**config.mk**
```make
export PLATFORM = sky130hd
export DESIGN_NAME = oam_dma_ctrl
export DESIGN_NICKNAME = d
export VERILOG_FILES = /design/src/rtl/ppu_pkg.sv /design/src/rtl/oam_dma_ctrl.sv
export SDC_FILE = /design/constraint.sdc
export NUM_CORES = 1
export LEC_CHECK = 0
export ABC_AREA = 1
export CORE_MARGIN = 2
export CORE_UTILIZATION = 39
export DETAILED_ROUTE_END_ITERATION = 10
export PLACE_DENSITY = 0.87
export SYNTH_ARGS = -nofsm -noshare
export SYNTH_HDL_FRONTEND = slang
export SYNTH_SLANG_ARGS = --single-unit
```
**constraint.sdc**
```tcl
create_clock -name clk -period 1.8 [get_ports clk]
set_clock_uncertainty 0.05 [all_clocks]
set_input_delay 0.45 -clock clk [delete_from_list [all_inputs] [get_ports clk]]
set_output_delay 0.45 -clock clk [all_outputs]
set_load 0.05 [all_outputs]
```
**src/rtl/ppu_pkg.sv**
```systemverilog
// ppu_pkg: shared DMA FSM states, OAM/DMA address constants and echo-page remap
package ppu_pkg;
    typedef enum logic [1:0] {IDLE, READ, WRITE} dma_state_t;
    localparam logic [15:0] DMA_REG_ADDR = 16'hFF46;
    localparam logic [15:0] OAM_BASE     = 16'hFE00;
    localparam logic [15:0] OAM_END      = 16'hFE9F;
    localparam logic [7:0]  ECHO_PAGE    = 8'hE0;
    function automatic logic [7:0] eff_page(input logic [7:0] p);
        return p >= ECHO_PAGE ? p - 8'h20 : p;
    endfunction
endpackage

```
**src/rtl/oam_dma_ctrl.sv**
```systemverilog
// oam_dma_ctrl: FF46-triggered OAM DMA sequencer plus DMA > PPU > CPU OAM bus arbiter
// ports: clk/rst (async active-high); mmio_a/mmio_din/mmio_wr/mmio_dout CPU side;
// src_a/src_rd/src_dout DMA source bus; ppu_oam_req/ppu_oam_a PPU request;
// oam_a/oam_din/oam_wr/oam_dout arbitrated OAM bus; dma_active transfer flag
module oam_dma_ctrl
    import ppu_pkg::*;
#(
    parameter int          OAM_BYTES = 160,
    parameter logic [15:0] OAM_BASE  = ppu_pkg::OAM_BASE
) (
    input  logic        clk,
    input  logic        rst,
    input  logic [15:0] mmio_a,
    input  logic [7:0]  mmio_din,
    input  logic        mmio_wr,
    output logic [7:0]  mmio_dout,
    output logic [15:0] src_a,
    output logic        src_rd,
    input  logic [7:0]  src_dout,
    input  logic        ppu_oam_req,
    input  logic [15:0] ppu_oam_a,
    output logic [15:0] oam_a,
    output logic [7:0]  oam_din,
    output logic        oam_wr,
    input  logic [7:0]  oam_dout,
    output logic        dma_active
);
    localparam logic [15:0] OAM_LAST = OAM_BASE + 16'(OAM_BYTES - 1);
    dma_state_t  r_state;
    logic [7:0]  r_page;
    logic [7:0]  r_idx;
    logic        r_dma_active;
    logic        r_src_rd;
    logic [15:0] r_src_a;
    logic        w_reg_wr;
    logic        w_last;
    logic [7:0]  w_idx_nx;
    logic        w_cpu_oam;
    logic        w_cpu_grant;
    logic [15:0] w_dma_a;
    assign w_reg_wr    = mmio_wr && mmio_a == DMA_REG_ADDR;
    assign w_last      = r_idx == 8'(OAM_BYTES - 1);
    assign w_idx_nx    = r_idx + 8'd1;
    assign w_cpu_oam   = mmio_a >= OAM_BASE && mmio_a <= OAM_LAST;
    assign w_cpu_grant = w_cpu_oam && !r_dma_active && !ppu_oam_req;
    assign w_dma_a     = OAM_BASE + {8'h00, r_idx};
    // src outputs are registered one step ahead so they line up with the READ state
    always_ff @(posedge clk or posedge rst)
        if (rst) begin
            r_state      <= IDLE;
            r_page       <= 8'h00;
            r_idx        <= 8'h00;
            r_dma_active <= 1'b0;
            r_src_rd     <= 1'b0;
            r_src_a      <= 16'h0000;
        end else if (w_reg_wr) begin
            r_state      <= READ;
            r_page       <= mmio_din;
            r_idx        <= 8'h00;
            r_dma_active <= 1'b1;
            r_src_rd     <= 1'b1;
            r_src_a      <= {eff_page(mmio_din), 8'h00};
        end else if (r_state == READ) begin
            r_state  <= WRITE;
            r_src_rd <= 1'b0;
        end else if (r_state == WRITE) begin
            r_state      <= w_last ? IDLE : READ;
            r_idx        <= w_last ? r_idx : w_idx_nx;
            r_dma_active <= !w_last;
            r_src_rd     <= !w_last;
            r_src_a      <= w_last ? r_src_a : {eff_page(r_page), w_idx_nx};
        end
    assign dma_active = r_dma_active;
    assign src_rd     = r_src_rd;
    assign src_a      = r_src_a;
    // during DMA the PPU sees whatever byte the DMA is addressing
    assign oam_a   = r_dma_active ? w_dma_a : ppu_oam_req ? ppu_oam_a : w_cpu_oam ? mmio_a : 16'hFFFF;
    assign oam_wr  = r_dma_active ? r_state == WRITE : w_cpu_grant && mmio_wr;
    assign oam_din = r_dma_active ? src_dout : mmio_din;
    assign mmio_dout = mmio_wr ? 8'h00 :
                       mmio_a == DMA_REG_ADDR ? r_page :
                       !w_cpu_oam ? 8'h00 :
                       w_cpu_grant ? oam_dout : 8'hFF;
endmodule
```
==> run summary, run 1 <==
GRT Overall Usage - 0.591
Post-Synthesis Cells - 315
Post-synth EDFFs - 0
Syn Area/Cell - 6.51 sq um
Grt repair worst endpoint - mmio_dout[7]
Main flop type after synthesis - dfrtp_1
Ys Warns - 0
Yosys reg bits - 27
Row cnt - 26
Placement Setup Slack - -0.754 ns
Cts-stage hold buffer count - 0
H-tree levels - 1
CTS root buf - clkbuf_8
CTS sink cnt - 27
IO Port Bufs - 110
Starting Density - 0.404
Largest net degree at the start of global routing - 28
First Err - [ERROR GRT-0232] Routing congestion too high. Check the congestion heatmap in the GUI.
Fail Step - global routing (5_1_grt)
Post-Syn Area - 0.00205 sq mm
Post-Syn Nets - 378
DP Area - 0.00418 sq mm
Gr ovfl total - 1
Die height - 76.5 um
Post-synthesis sequential area ratio - 0.330
Hpwl dp - 6640 um
Status - stopped before the end
WEP type - top-level output
Die W - 76.5 um
Gpl congestion - 0.857
Io pins - 111
Num CTS Buffers - 3
Max clock buf depth - 2
Cell variety after synth - 29
Async SR Flop Fraction - 1.00
[synth_stat cells (3+ instances only)]
library cell,instances,area [sq um]
nand2_1,107,402
nor2_1,35,131
dfrtp_1,27,676
inv_1,27,101
nand3_1,25,125
o21ai_0,14,70.1
a31oi_1,13,81.3
a21oi_1,11,55.1
o211ai_1,9,67.6
nand2_2,6,37.5
nand4_1,6,37.5
buf_2,5,25.0
clkbuf_1,4,15.0
buf_6,3,33.8
ha_1,3,37.5
inv_2,3,11.3
[cells by family after synthesis]
group / after synthesis / synth area share
xor+xnor: 1 / 0.00427
flops: 27 / 0.330
fa+ha+maj: 3 / 0.0183
buf+inv: 45 / 0.100
simple gates: 189 / 0.401
compound gates: 49 / 0.142
mux: 1 / 0.00488
[routing by layer]
| layer | overflow | global-route usage |
|---|---|---|
| met1 | 0 | 0.567 |
| met2 | 1 | 0.870 |
| met3 | 0 | 0.310 |
| met4 | 0 | 0.618 |
| met5 | 0 | 0.0455 |
[stage by stage]
step	setup TNS, ns	hold slack (ns)	instances
floorplan	-2.31	0.415	315
detailed placement	-26.76	0.450	525
global placement	-24.33	0.426	525
CTS	-2.98	0.475	548
[timing repair]
action	4_1_cts
setup endpoints to repair	56
pin swaps	42
gates cloned	5
buffers inserted	16
resized for setup	188
==> run 2, diff against run 1 <==
--- a/config.mk
+++ b/config.mk
@@ -7,9 +7,9 @@
 export LEC_CHECK = 0
 export ABC_AREA = 1
 export CORE_MARGIN = 2
-export CORE_UTILIZATION = 39
+export CORE_UTILIZATION = 25
 export DETAILED_ROUTE_END_ITERATION = 10
-export PLACE_DENSITY = 0.87
+export PLACE_DENSITY_LB_ADDON = 0.15
 export SYNTH_ARGS = -nofsm -noshare
 export SYNTH_HDL_FRONTEND = slang
 export SYNTH_SLANG_ARGS = --single-unit
==> run 2 against run 1 <==
The flow now finishes, with violations (setup timing). Synthesized cell count unchanged. Synthesized area unchanged.
==> run summary, run 2 <==
Most frequent cells in the layout - nand2_1 (70), buf_4 (61), clkdlybuf4s50_1 (36)
Die height - 94.5 um (+24%)
FF-to-FF End - src_a[15]$_DFFE_PP0P_
Post-Synthesis Cells - 315 (unchanged)
Slew HR - 0.766
Ys Warns - 0 (unchanged)
Die W - 94.5 um (+24%)
Final Critical Period - 2.00 ns
H-tree levels - 1 (unchanged)
Final hold vios - 0
CP Capture Point - mmio_dout[1]
Detail Route Antenna Nets - 0
DIE AREA - 0.00894 sq mm
Synth top area share - 0.330 (unchanged)
Power per cell area - 632 mW/mm^2
Tcrit/Tclk final - 1.11
TritonCTS clock tree - done
Core Region - 0.00809 sq mm
Io pins - 111 (unchanged)
DRC - 0
FF-to-FF path depth - 8
Final nets - 554
Number of flip-flops in the largest register - 9
Max Clk Rate - 0.500 GHz
CTS sink cnt - 27 (unchanged)
Synth cell count leaders - nand2_1 (107), nor2_1 (35), dfrtp_1 (27), inv_1 (27), nand3_1 (25)
Synthesis-to-layout area growth - 138%
Row cnt - 33 (+27%)
First-pass GRT wire length - 12800 um
Setup ws final - -0.201 ns
Critical Path Source - mmio_a[3]
Non-Filler Instances - 595
Hpwl dp - 6060 um (-8.7%)
Flop-to-flop setup slack - 0.24 ns
RSZ-0062 raised after global routing - yes
Synth area leaders - dfrtp_1 (33%), nand2_1 (20%), nor2_1 (6.4%)
Final setup fails - 23
Status - finished with violations
CP arrival - 1.50 ns
GRT Overall Usage - 0.179
Max-Cap Viols - 0
Num CTS Buffers - 3 (unchanged)
IO Port Bufs - 110 (unchanged)
Pins Over Slew Limit - 0
Critical path's top delay family - buffers and inverters
Setup TNS - -3.24 ns
Measured slew at the worst slew-check pin - 0.351 ns
Worst setup SP type - input port
Yosys reg bits - 27 (unchanged)
Worst path max stage delay - 0.17 ns
Clk pin slew, worst setup/hold paths - 0.10 ns
Reg-to-Reg Start - r_idx[0]$_DFFE_PP0P_
Syn Area/Cell - 6.51 sq um (unchanged)
Hold_ws - 0.451 ns
Overall via count from detail_route - 2786
Routed wire length - 8300 um
Worst vdd ir - 0.327 mV
Post-Syn Area - 0.00205 sq mm (unchanged)
Share of cells above drive strength 1 - 0.506
Most common cell in the netlist - nand2_1
Worst min path class - reg2reg
Failing checks - setup timing
Detailed Routing Iterations Pass 1 - 4
CTS root buf - clkbuf_8
Gpl congestion - 0.818 (-4.6%)
Async SR Flop Fraction - 1.00 (unchanged)
CP endpoint kind - output pin
Later-pin clock latency in the skew report - 0.28 ns
Post-synthesis sequential area ratio - 0.330 (unchanged)
Critical path depth - 10
WP buf/inv - 4
Most common cell after layout, fill and taps aside - nand2_1
CP max-delay cell - nor2_4
CP max FO - 4
Initial antenna violation count - 0
Vias per inst - 4.68
Post-synth EDFFs - 0 (unchanged)
Leading area contributor after synthesis - dfrtp_1
Main flop type after synthesis - dfrtp_1
# fillers - 731
Post-Syn Nets - 378 (unchanged)
Diodes inserted - 0
Gr ovfl total - 0
Setup CP Type - in2out
Final Core Density - 0.603
Critical Path RT - 1.30 ns
Starting Density - 0.253 (-0.151)
Worst path cell trace - buf_8, inv_8, nand2_4, nor2_4, nand2_2, nor2_4, clkbuf_16, nand2_4, a21oi_4, buf_8
Routed len/inst - 13.9 um
Vias in the first global route - 2673
Starting DRT DRC Count - 81
Cell variety after synth - 29 (unchanged)
Placed Cells - 564 (+7.4%)
Lkg Pwr - 2.38 nW
Max clock buf depth - 2 (unchanged)
Largest net degree at the start of global routing - 28
## run 2: repair_timing
| action | 4_1_cts | 5_1_grt |
|---|---|---|
| gates resized for setup | 147 | 51 |
| buffers inserted | 13 | 11 |
| gates cloned | 3 | 2 |
| pin swaps | 35 | 29 |
| hold buffers | 0 | 0 |
| endpoints found under the setup margin | 60 | 27 |
## run 2: cell type report
class / instances / area (sq um) / share of cell area
timing repair buffer: 185 / 2110 / 0.431
multi-input combinational: 244 / 1770 / 0.362
sequential: 27 / 679 / 0.139
inverter: 30 / 150 / 0.0307
tap: 105 / 131 / 0.0269
clock buffer: 3 / 41.3 / 0.00846
clock inverter: 1 / 8.76 / 0.00179
## run 2: logic make-up (layout without fill, tap and decap cells)
| logic type | count (synthesis) | count (layout) | synth area share |
|---|---|---|---|
| buffers and inverters | 45 | 219 | 0.100 |
| AO/OA/AOI/OAI | 49 | 49 | 0.142 |
| AND/OR/NAND/NOR | 189 | 190 | 0.401 |
| flip-flops | 27 | 27 | 0.330 |
| adder cells (fa/ha/maj) | 3 | 3 | 0.0183 |
| multiplexers | 1 | 1 | 0.00488 |
| XOR/XNOR | 1 | 1 | 0.00427 |
## run 2: metal layers
layer	track usage	up-vias	wire, um
li1	-	1390	-
met1	0.222	1310	3490
met2	0.327	80	4240
met3	0.0423	6	495
met4	0.0169	0	78
met5	0	-	0
## run 2: through the flow
step | power (mW) | cell area [sq um] | setup WS, ns
after floorplan | 1.76 | 2500 | -0.195
after global placement | 2.57 | 4210 | -0.750
after detailed placement | 2.59 | 4210 | -0.763
after CTS | 3.07 | 4590 | -0.269
after global routing | 3.24 | 4880 | -0.271
final | 3.09 | 4880 | -0.201
## run 2: worst min path at each step
stage,startpoint,cells after the start,to,slack (ns)
3_5_place_dp,r_state[1]$_DFFE_PP0P_,2,src_rd$_DFFE_PP0P_,0.43
2_1_floorplan,r_state[1]$_DFFE_PP0P_,2,src_rd$_DFFE_PP0P_,0.42
4_1_cts,r_state[1]$_DFFE_PP0P_,2,src_rd$_DFFE_PP0P_,0.46
3_3_place_gp,r_state[1]$_DFFE_PP0P_,2,src_rd$_DFFE_PP0P_,0.43
6_report,r_state[1]$_DFFE_PP0P_,2,src_rd$_DFFE_PP0P_,0.45
5_1_grt,rst,3,r_page[1]$_DFFE_PP0P_,0.50
## run 2: worst register-to-register path, cell delays in order, from the launching register on
cell	delay (ns)
dfrtp_2	0.37
ha_1	0.16
nand2_1	0.10
nor2_4	0.15
nand4_2	0.11
nand2_2	0.22
nand2_2	0.15
nand2_1	0.10
nand2_1	0.06
## run 2: power breakdown
group          internal [mW]  leakage (nW)  switching, mW
Sequential             0.674         0.353          0.116
Combinational          0.877          2.00           1.05
Clock                  0.163        0.0261          0.208
Note: power is estimated with default switching activity, not from simulation.
